$ cat src/rtl/port_tx_pkg.sv
`default_nettype none
// ============================================================================
// Module   : port_tx_pkg
// Brief    : Constants, control-word layout and FSM type shared by the switch
//            port blocks (ingress, egress, queue manager).
// Revision : 1.0 - initial release
// ============================================================================
package port_tx_pkg;

    localparam int DATA_W   = 16;
    localparam int PRIO_N   = 8;
    localparam int PRIO_W   = 3;
    localparam int LEN_W    = 9;
    localparam int CNT_W    = 9;

    // Control-word field offsets
    localparam int DEST_LSB = 0;
    localparam int DEST_MSB = 3;
    localparam int PRIO_LSB = 4;
    localparam int PRIO_MSB = 6;
    localparam int LEN_LSB  = 7;
    localparam int LEN_MSB  = 15;

    typedef enum logic [2:0] {
        ST_IDLE = 3'd0,
        ST_SOP  = 3'd1,
        ST_HEAD = 3'd2,
        ST_BODY = 3'd3,
        ST_EOP  = 3'd4
    } tx_state_e;

    // Byte length to 16-bit word count; one bit wider so L=511 yields 256.
    function automatic logic [LEN_W:0] words_from_len(input logic [LEN_W-1:0] len);
        logic [LEN_W:0] w_sum;
        w_sum = {1'b0, len} + (LEN_W+1)'(1);
        return w_sum >> 1;
    endfunction

endpackage
`default_nettype wire

$ cat src/rtl/port_tx_if.sv
`default_nettype none
// ============================================================================
// Module   : port_tx_if
// Brief    : Egress port bundle: external rd_* packet stream plus the
//            priority-queue pop interface.
// Revision : 1.0 - initial release
// ============================================================================
interface port_tx_if;
    import port_tx_pkg::*;

    logic                ready;
    logic                rd_sop;
    logic                rd_vld;
    logic [DATA_W-1:0]   rd_data;
    logic                rd_eop;
    logic                busy;
    logic [PRIO_N-1:0]   q_nonempty;
    logic                q_rd_en;
    logic [PRIO_W-1:0]   q_rd_prior;
    logic [DATA_W-1:0]   q_data;

    modport master (
        input  ready, q_nonempty, q_data,
        output rd_sop, rd_vld, rd_data, rd_eop, busy, q_rd_en, q_rd_prior
    );

    modport slave (
        output ready, q_nonempty, q_data,
        input  rd_sop, rd_vld, rd_data, rd_eop, busy, q_rd_en, q_rd_prior
    );

endinterface
`default_nettype wire

$ cat src/rtl/port_tx_arb.sv
`default_nettype none
// ============================================================================
// Module   : port_tx_arb
// Brief    : Queue winner select. Strict priority (highest index) by default;
//            round-robin with a last-served pointer when PORT_TX_RR_EN is set.
// Revision : 1.0 - initial release
// ============================================================================
module port_tx_arb
    import port_tx_pkg::*;
(
    input  logic              clk,
    input  logic              rst,
    input  logic [PRIO_N-1:0] i_q_nonempty,
    input  logic              i_take,
    output logic [PRIO_W-1:0] o_winner
);

`ifdef PORT_TX_RR_EN
    logic [PRIO_W-1:0] r_ptr;
    logic [PRIO_W-1:0] w_idx;
    logic              w_found;

    always_ff @(posedge clk) begin
        if (rst) begin
            r_ptr <= PRIO_W'(PRIO_N - 1);
        end else if (i_take) begin
            r_ptr <= o_winner;
        end
    end

    // Scan upward from ptr+1; the 3-bit add wraps modulo 8, ptr itself last.
    always_comb begin
        o_winner = r_ptr;
        w_found  = 1'b0;
        w_idx    = '0;
        for (int i = 1; i <= PRIO_N; i++) begin
            w_idx = r_ptr + PRIO_W'(i);
            if (!w_found && i_q_nonempty[w_idx]) begin
                o_winner = w_idx;
                w_found  = 1'b1;
            end
        end
    end
`else
    logic w_unused_ok;
    assign w_unused_ok = &{1'b0, clk, rst, i_take};

    always_comb begin
        o_winner = '0;
        for (int i = 0; i < PRIO_N; i++) begin
            if (i_q_nonempty[i]) begin
                o_winner = PRIO_W'(i);
            end
        end
    end
`endif

endmodule
`default_nettype wire

$ cat src/rtl/port_tx.sv
`default_nettype none
// ============================================================================
// Module   : port_tx
// Brief    : Switch egress port. Pops one packet from the winning priority
//            queue and streams it as sop / control word / body / eop.
// Config   : PORT_TX_RR_EN - round-robin queue arbitration (default strict).
// Revision : 1.0 - initial release
// ============================================================================
module port_tx
    import port_tx_pkg::*;
(
    input  logic        clk,
    input  logic        rst,
    port_tx_if.master   bus
);

    tx_state_e          r_state;
    tx_state_e          w_next;
    logic [CNT_W-1:0]   r_cnt;
    logic [CNT_W-1:0]   w_cnt_nxt;
    logic [PRIO_W-1:0]  r_prior;
    logic [PRIO_W-1:0]  w_winner;
    logic               r_pop_q;
    logic               r_vld;
    logic               r_eop;
    logic [DATA_W-1:0]  r_data;
    logic               w_pop;
    logic               w_take;
    logic [LEN_W:0]     w_n;

    port_tx_arb u_arb (
        .clk          (clk),
        .rst          (rst),
        .i_q_nonempty (bus.q_nonempty),
        .i_take       (w_take),
        .o_winner     (w_winner)
    );

    assign w_n = words_from_len(bus.q_data[LEN_MSB:LEN_LSB]);

    // r_cnt holds body pops still to issue after the current one.
    always_comb begin
        w_next    = r_state;
        w_cnt_nxt = r_cnt;
        w_pop     = 1'b0;
        w_take    = 1'b0;
        case (r_state)
            ST_IDLE: begin
                if (bus.ready && (|bus.q_nonempty)) begin
                    w_take = 1'b1;
                    w_next = ST_SOP;
                end
            end
            ST_SOP: begin
                w_pop  = 1'b1;
                w_next = ST_HEAD;
            end
            ST_HEAD: begin
                if (w_n == '0) begin
                    w_next = ST_EOP;
                end else begin
                    w_pop = 1'b1;
                    if (w_n == (LEN_W+1)'(1)) begin
                        w_next = ST_EOP;
                    end else begin
                        w_cnt_nxt = CNT_W'(w_n - (LEN_W+1)'(1));
                        w_next    = ST_BODY;
                    end
                end
            end
            ST_BODY: begin
                w_pop = 1'b1;
                if (r_cnt == CNT_W'(1)) begin
                    w_next = ST_EOP;
                end else begin
                    w_cnt_nxt = r_cnt - CNT_W'(1);
                end
            end
            ST_EOP: begin
                // Leave once the final pop's data has been taken off q_data.
                if (!r_pop_q) begin
                    w_next = ST_IDLE;
                end
            end
            default: w_next = ST_IDLE;
        endcase
    end

    always_ff @(posedge clk) begin
        if (rst) begin
            r_state <= ST_IDLE;
            r_cnt   <= '0;
            r_prior <= '0;
            r_pop_q <= 1'b0;
            r_vld   <= 1'b0;
            r_data  <= '0;
            r_eop   <= 1'b0;
        end else begin
            r_state <= w_next;
            r_cnt   <= w_cnt_nxt;
            if (w_take) begin
                r_prior <= w_winner;
            end
            r_pop_q <= w_pop;
            r_vld   <= r_pop_q;
            r_data  <= r_pop_q ? bus.q_data : '0;
            r_eop   <= (r_state == ST_EOP) && !r_pop_q;
        end
    end

    assign bus.rd_sop     = (r_state == ST_SOP);
    assign bus.rd_vld     = r_vld;
    assign bus.rd_data    = r_data;
    assign bus.rd_eop     = r_eop;
    assign bus.busy       = (r_state != ST_IDLE) || r_eop;
    assign bus.q_rd_en    = w_pop;
    assign bus.q_rd_prior = r_prior;

endmodule
`default_nettype wire

$ cat src/flat_wrapper.sv
// flat-port wrapper written by rule: the top's interface ports become plain ports
module port_tx_flat import port_tx_pkg::*;
  (clk, rst, bus_ready, bus_q_nonempty, bus_q_data, bus_rd_sop, bus_rd_vld, bus_rd_data, bus_rd_eop, bus_busy, bus_q_rd_en, bus_q_rd_prior);
  port_tx_if bus_i ();
  input  logic clk;
  input  logic rst;
  input wire logic [$bits(bus_i.ready)-1:0] bus_ready;
  input wire logic [$bits(bus_i.q_nonempty)-1:0] bus_q_nonempty;
  input wire logic [$bits(bus_i.q_data)-1:0] bus_q_data;
  output wire logic [$bits(bus_i.rd_sop)-1:0] bus_rd_sop;
  output wire logic [$bits(bus_i.rd_vld)-1:0] bus_rd_vld;
  output wire logic [$bits(bus_i.rd_data)-1:0] bus_rd_data;
  output wire logic [$bits(bus_i.rd_eop)-1:0] bus_rd_eop;
  output wire logic [$bits(bus_i.busy)-1:0] bus_busy;
  output wire logic [$bits(bus_i.q_rd_en)-1:0] bus_q_rd_en;
  output wire logic [$bits(bus_i.q_rd_prior)-1:0] bus_q_rd_prior;
  assign bus_i.ready = bus_ready;
  assign bus_i.q_nonempty = bus_q_nonempty;
  assign bus_i.q_data = bus_q_data;
  assign bus_rd_sop = bus_i.rd_sop;
  assign bus_rd_vld = bus_i.rd_vld;
  assign bus_rd_data = bus_i.rd_data;
  assign bus_rd_eop = bus_i.rd_eop;
  assign bus_busy = bus_i.busy;
  assign bus_q_rd_en = bus_i.q_rd_en;
  assign bus_q_rd_prior = bus_i.q_rd_prior;
  port_tx u_core (.clk(clk), .rst(rst), .bus(bus_i));
endmodule
$ cat config.mk
export PLATFORM = sky130hd
export DESIGN_NAME = port_tx_flat
export DESIGN_NICKNAME = d
export VERILOG_FILES = /design/src/rtl/port_tx_pkg.sv /design/src/rtl/port_tx_if.sv /design/src/rtl/port_tx_arb.sv /design/src/rtl/port_tx.sv /design/src/flat_wrapper.sv
export SDC_FILE = /design/constraint.sdc
export NUM_CORES = 1
export LEC_CHECK = 0
export ABC_AREA = 1
export BUFFER_PORTS_ARGS = -buffer_cell sky130_fd_sc_hd__buf_2
export CAP_MARGIN = 10
export CORE_MARGIN = 1
export CORE_UTILIZATION = 40
export CTS_BUF_LIST = sky130_fd_sc_hd__clkbuf_4 sky130_fd_sc_hd__clkbuf_8
export DETAILED_ROUTE_END_ITERATION = 7
export GPL_TIMING_DRIVEN = 1
export SYNTH_ARGS = -nofsm -noshare
export SYNTH_HDL_FRONTEND = slang
export SYNTH_SLANG_ARGS = --single-unit
export TNS_END_PERCENT = 5
$ cat constraint.sdc
create_clock -name clk -period 2.2 [get_ports clk]
set_input_delay 0.11 -clock clk [delete_from_list [all_inputs] [get_ports clk]]
set_output_delay 0.11 -clock clk [all_outputs]
set_load 0.005 [all_outputs]
==> metrics <==
Max Clock Skew around 0.0026 ns; CP Max Fanout 4; Internal 1650 uW; Rows 25; GRT overflow 0; DRT iter0 DRCs just over 80; switching share of total power 0.389; Cells after Synth 318; Worst Setup SP bus_q_data[8]; Vias 2036; largest net degree at the start of global routing 17; clk buf depth 2; P_sw around 1000 uW; Final GP Congestion 0.772; IO Count just over 50; setup_tns 0 ns; Reg clk slew, reported paths around 0.070 ns; core area around 4800 um2; Critical Path, Cell by Cell buf_2 -> ha_1 -> xnor2_1 -> ha_1 -> nand2_1 -> nor2_2 -> nand2_1 -> nand2_1 -> nand2_1 -> buf_2; Critical-path top delay cell xnor2_1; Critical Path Source Type primary input; Sequential Power Share 0.324; Hold Path Origin bus_q_data[3]; H-tree levels 2; peak supply drop approximately 700 uV; Final period util 0.785; Die Wd 73.3 um; post-synthesis cell area 2030 um2; share of the synthesized area in the top cell type 0.335; Area Overhead vs Synth 22.5%; crit-path leading delay family simple AND/OR/NAND/NOR gates; Clock Power Share 0.257; CP Class primary input to output port; Worst-Margin Slew about 0.51 ns; R2R Path End u_core.r_cnt[4]; vias per cell 4.63; RSZ-0062 raised after global routing false; final setup violation count 0; Total Nets Final between 400 and 500; CTS tree done; PwrDens approximately 1100 nW/um2; CP endpoint bus_q_rd_en; initial antenna violation count 0; syn avg cell area 6.39 um2; Leak Pwr around 0.0013 uW; status complete, no violations; most used cell, CP nand2_1; Critical Path RT between 2 and 2.5 ns; first-pass GRT wire length between 7 and 8 mm; Hold Path Class primary input to flop; CTS sink cnt 34; count of cell types in the netlist 27; r2r setup slk ~0.48 ns; GRT Resource Usage Total 0.187; Crit path buffers/inverters 2; Setup WS post-layout approximately 0.47 ns; Max-cap violations 0; DRC viols 0; post-synthesis sequential area ratio 0.335; Fillers roughly 520; largest area contributor in the netlist dfxtp_1; Detail Placement HPWL ~3.5 mm; Crit. End Element output port; Hold-fix buffers, CTS 0; FF-to-FF Start u_core.r_state[0]; IO Port Bufs 50; Antenna Violating Nets Remaining 0; cell depth of the worst setup path 10; Post-CTS Setup Bufs 0; Hold Fails Final Rpt 0; share of layout cells above drive strength 1 0.244; die footprint between 5000 and 6000 um2; Combinational Power Share 0.419; Arr. time, crit path 1.62 ns; DRT Pass-1 Iters 4; critical path's largest stage delay ~0.35 ns; Yosys Warn Count 0; ANT cells 0; Slew Viols, Final 0; worst-skew pair later-pin latency about 0.28 ns; die height roughly 73 um; root buf cell clkbuf_8; vias in the first global route roughly 1900; Synth Register Bits 34; Slew HR 0.659; final WL about 4.5 mm; Synth area leaders dfxtp_1 (33%), nand2_1 (15%), nor2_1 (10%); reg2reg path depth 7; syn_nets ~350; DR WL/cell ~10 um; PostCTS Resize Cnt 0; min Tclk post-route around 1.7 ns; fmax slightly below 600 MHz; Place WS 0.238 ns; initial cell density of the core 0.422; CTS buffer count 5
==> worst min-delay path by stage <==
stage,slack (ns),end,cells past startpoint
2_1_floorplan,0.22,u_core.bus.rd_data[0],2
3_3_place_gp,0.32,u_core.bus.rd_data[5],3
3_5_place_dp,0.33,u_core.bus.rd_data[3],3
4_1_cts,0.02,u_core.bus.rd_data[3],3
5_1_grt,0.03,u_core.bus.rd_data[6],3
6_report,0.03,u_core.bus.rd_data[3],3
==> final cells by class <==
class	count	area (um2)	area share
Clock inverter	3	68.8	0.0276
Timing Repair Buffer	52	265	0.107
Clock buffer	5	68.8	0.0276
Tap cell	67	83.8	0.0337
Inverter	45	169	0.0678
Sequential cell	34	681	0.273
Multi-Input combinational cell	234	1150	0.463
==> through the flow <==
stage	cells	power [uW]	hold WS, ns	instance area (um2)	utilization
finish	440	2700	0.0349	2490	0.517
global route	440	2940	0.0338	2490	0.517
CTS	440	2720	0.0238	2490	0.517
detailed placement	432	2010	0.328	2350	0.488
global placement	432	2010	0.322	2350	0.488
floorplan	318	1730	0.222	2030	-
==> cell usage after synthesis (all sizes together) <==
| cell type | number |
|---|---|
| a21oi | 12 |
| a31oi | 2 |
| a41oi | 1 |
| buf | 2 |
| clkbuf | 3 |
| dfxtp | 34 |
| ha | 6 |
| inv | 45 |
| nand2 | 95 |
| nand3 | 27 |
| nand4 | 2 |
| nor2 | 63 |
| nor3 | 5 |
| o21ai | 16 |
| o31ai | 1 |
| or2 | 1 |
| xnor2 | 2 |
| xor2 | 1 |
==> power by group through the flow <==
stage / logic [uW] / clock network, uW / registers [uW]
2_1_floorplan: 855 / 0 / 874
4_1_cts: 1130 / 714 / 873
6_report: 1130 / 694 / 872
3_3_place_gp: 1120 / 0 / 883
5_1_grt: 1310 / 736 / 897
3_5_place_dp: 1120 / 0 / 887
==> cells by family (layout without fill, tap and decap cells) <==
| family | after synthesis | after routing | share of synthesized area |
|---|---|---|---|
| xor+xnor | 3 | 3 | 0.0129 |
| flops | 34 | 34 | 0.335 |
| simple gates | 193 | 193 | 0.429 |
| fa+ha+maj | 6 | 6 | 0.0369 |
| buf+inv | 50 | 105 | 0.0978 |
| compound gates | 32 | 32 | 0.0886 |
==> flip-flops by register name, summed over array words and instances (netlist names) <==
name,flops
u_core.bus.q_rd_prior,3
u_core.bus.rd_data,16
u_core.bus.rd_eop,1
u_core.bus.rd_vld,1
u_core.r_cnt,9
u_core.r_pop_q,1
u_core.r_state,3
==> layout by cell type, fill, tap and decap left out, drive strengths merged <==
master and instances:
o21ai 16, a31oi 2, nor3 5, o31ai 1, a41oi 1, xor2 1, nand3 27, ha 6
nand2 95, clkbuf 5, clkinv 1, nand4 2, nor2 63, or2 1, xnor2 2, inv 45
dfxtp 34, a21oi 12, bufinv 2, buf 52
==> layer usage <==
| metal | global-route usage | part of all wire | up-vias |
|---|---|---|---|
| met4 | 0.0449 | 0.0081 | 0 |
| met5 | 0 | 0 | - |
| met3 | 0.0370 | 0.024 | 2 |
| met1 | 0.246 | 0.49 | 909 |
| met2 | 0.314 | 0.47 | 29 |
| li1 | - | - | 1096 |
==> worst register-to-register path, delay by kind of cell, from the launching register on <==
kind | cells | cell delay (ns)
AND/OR/NAND/NOR | 5 | 0.87
flip-flops | 1 | 0.39
AO/OA/AOI/OAI | 1 | 0.08
buffers and inverters | 1 | 0.29
Note: power is estimated with default switching activity, not from simulation.
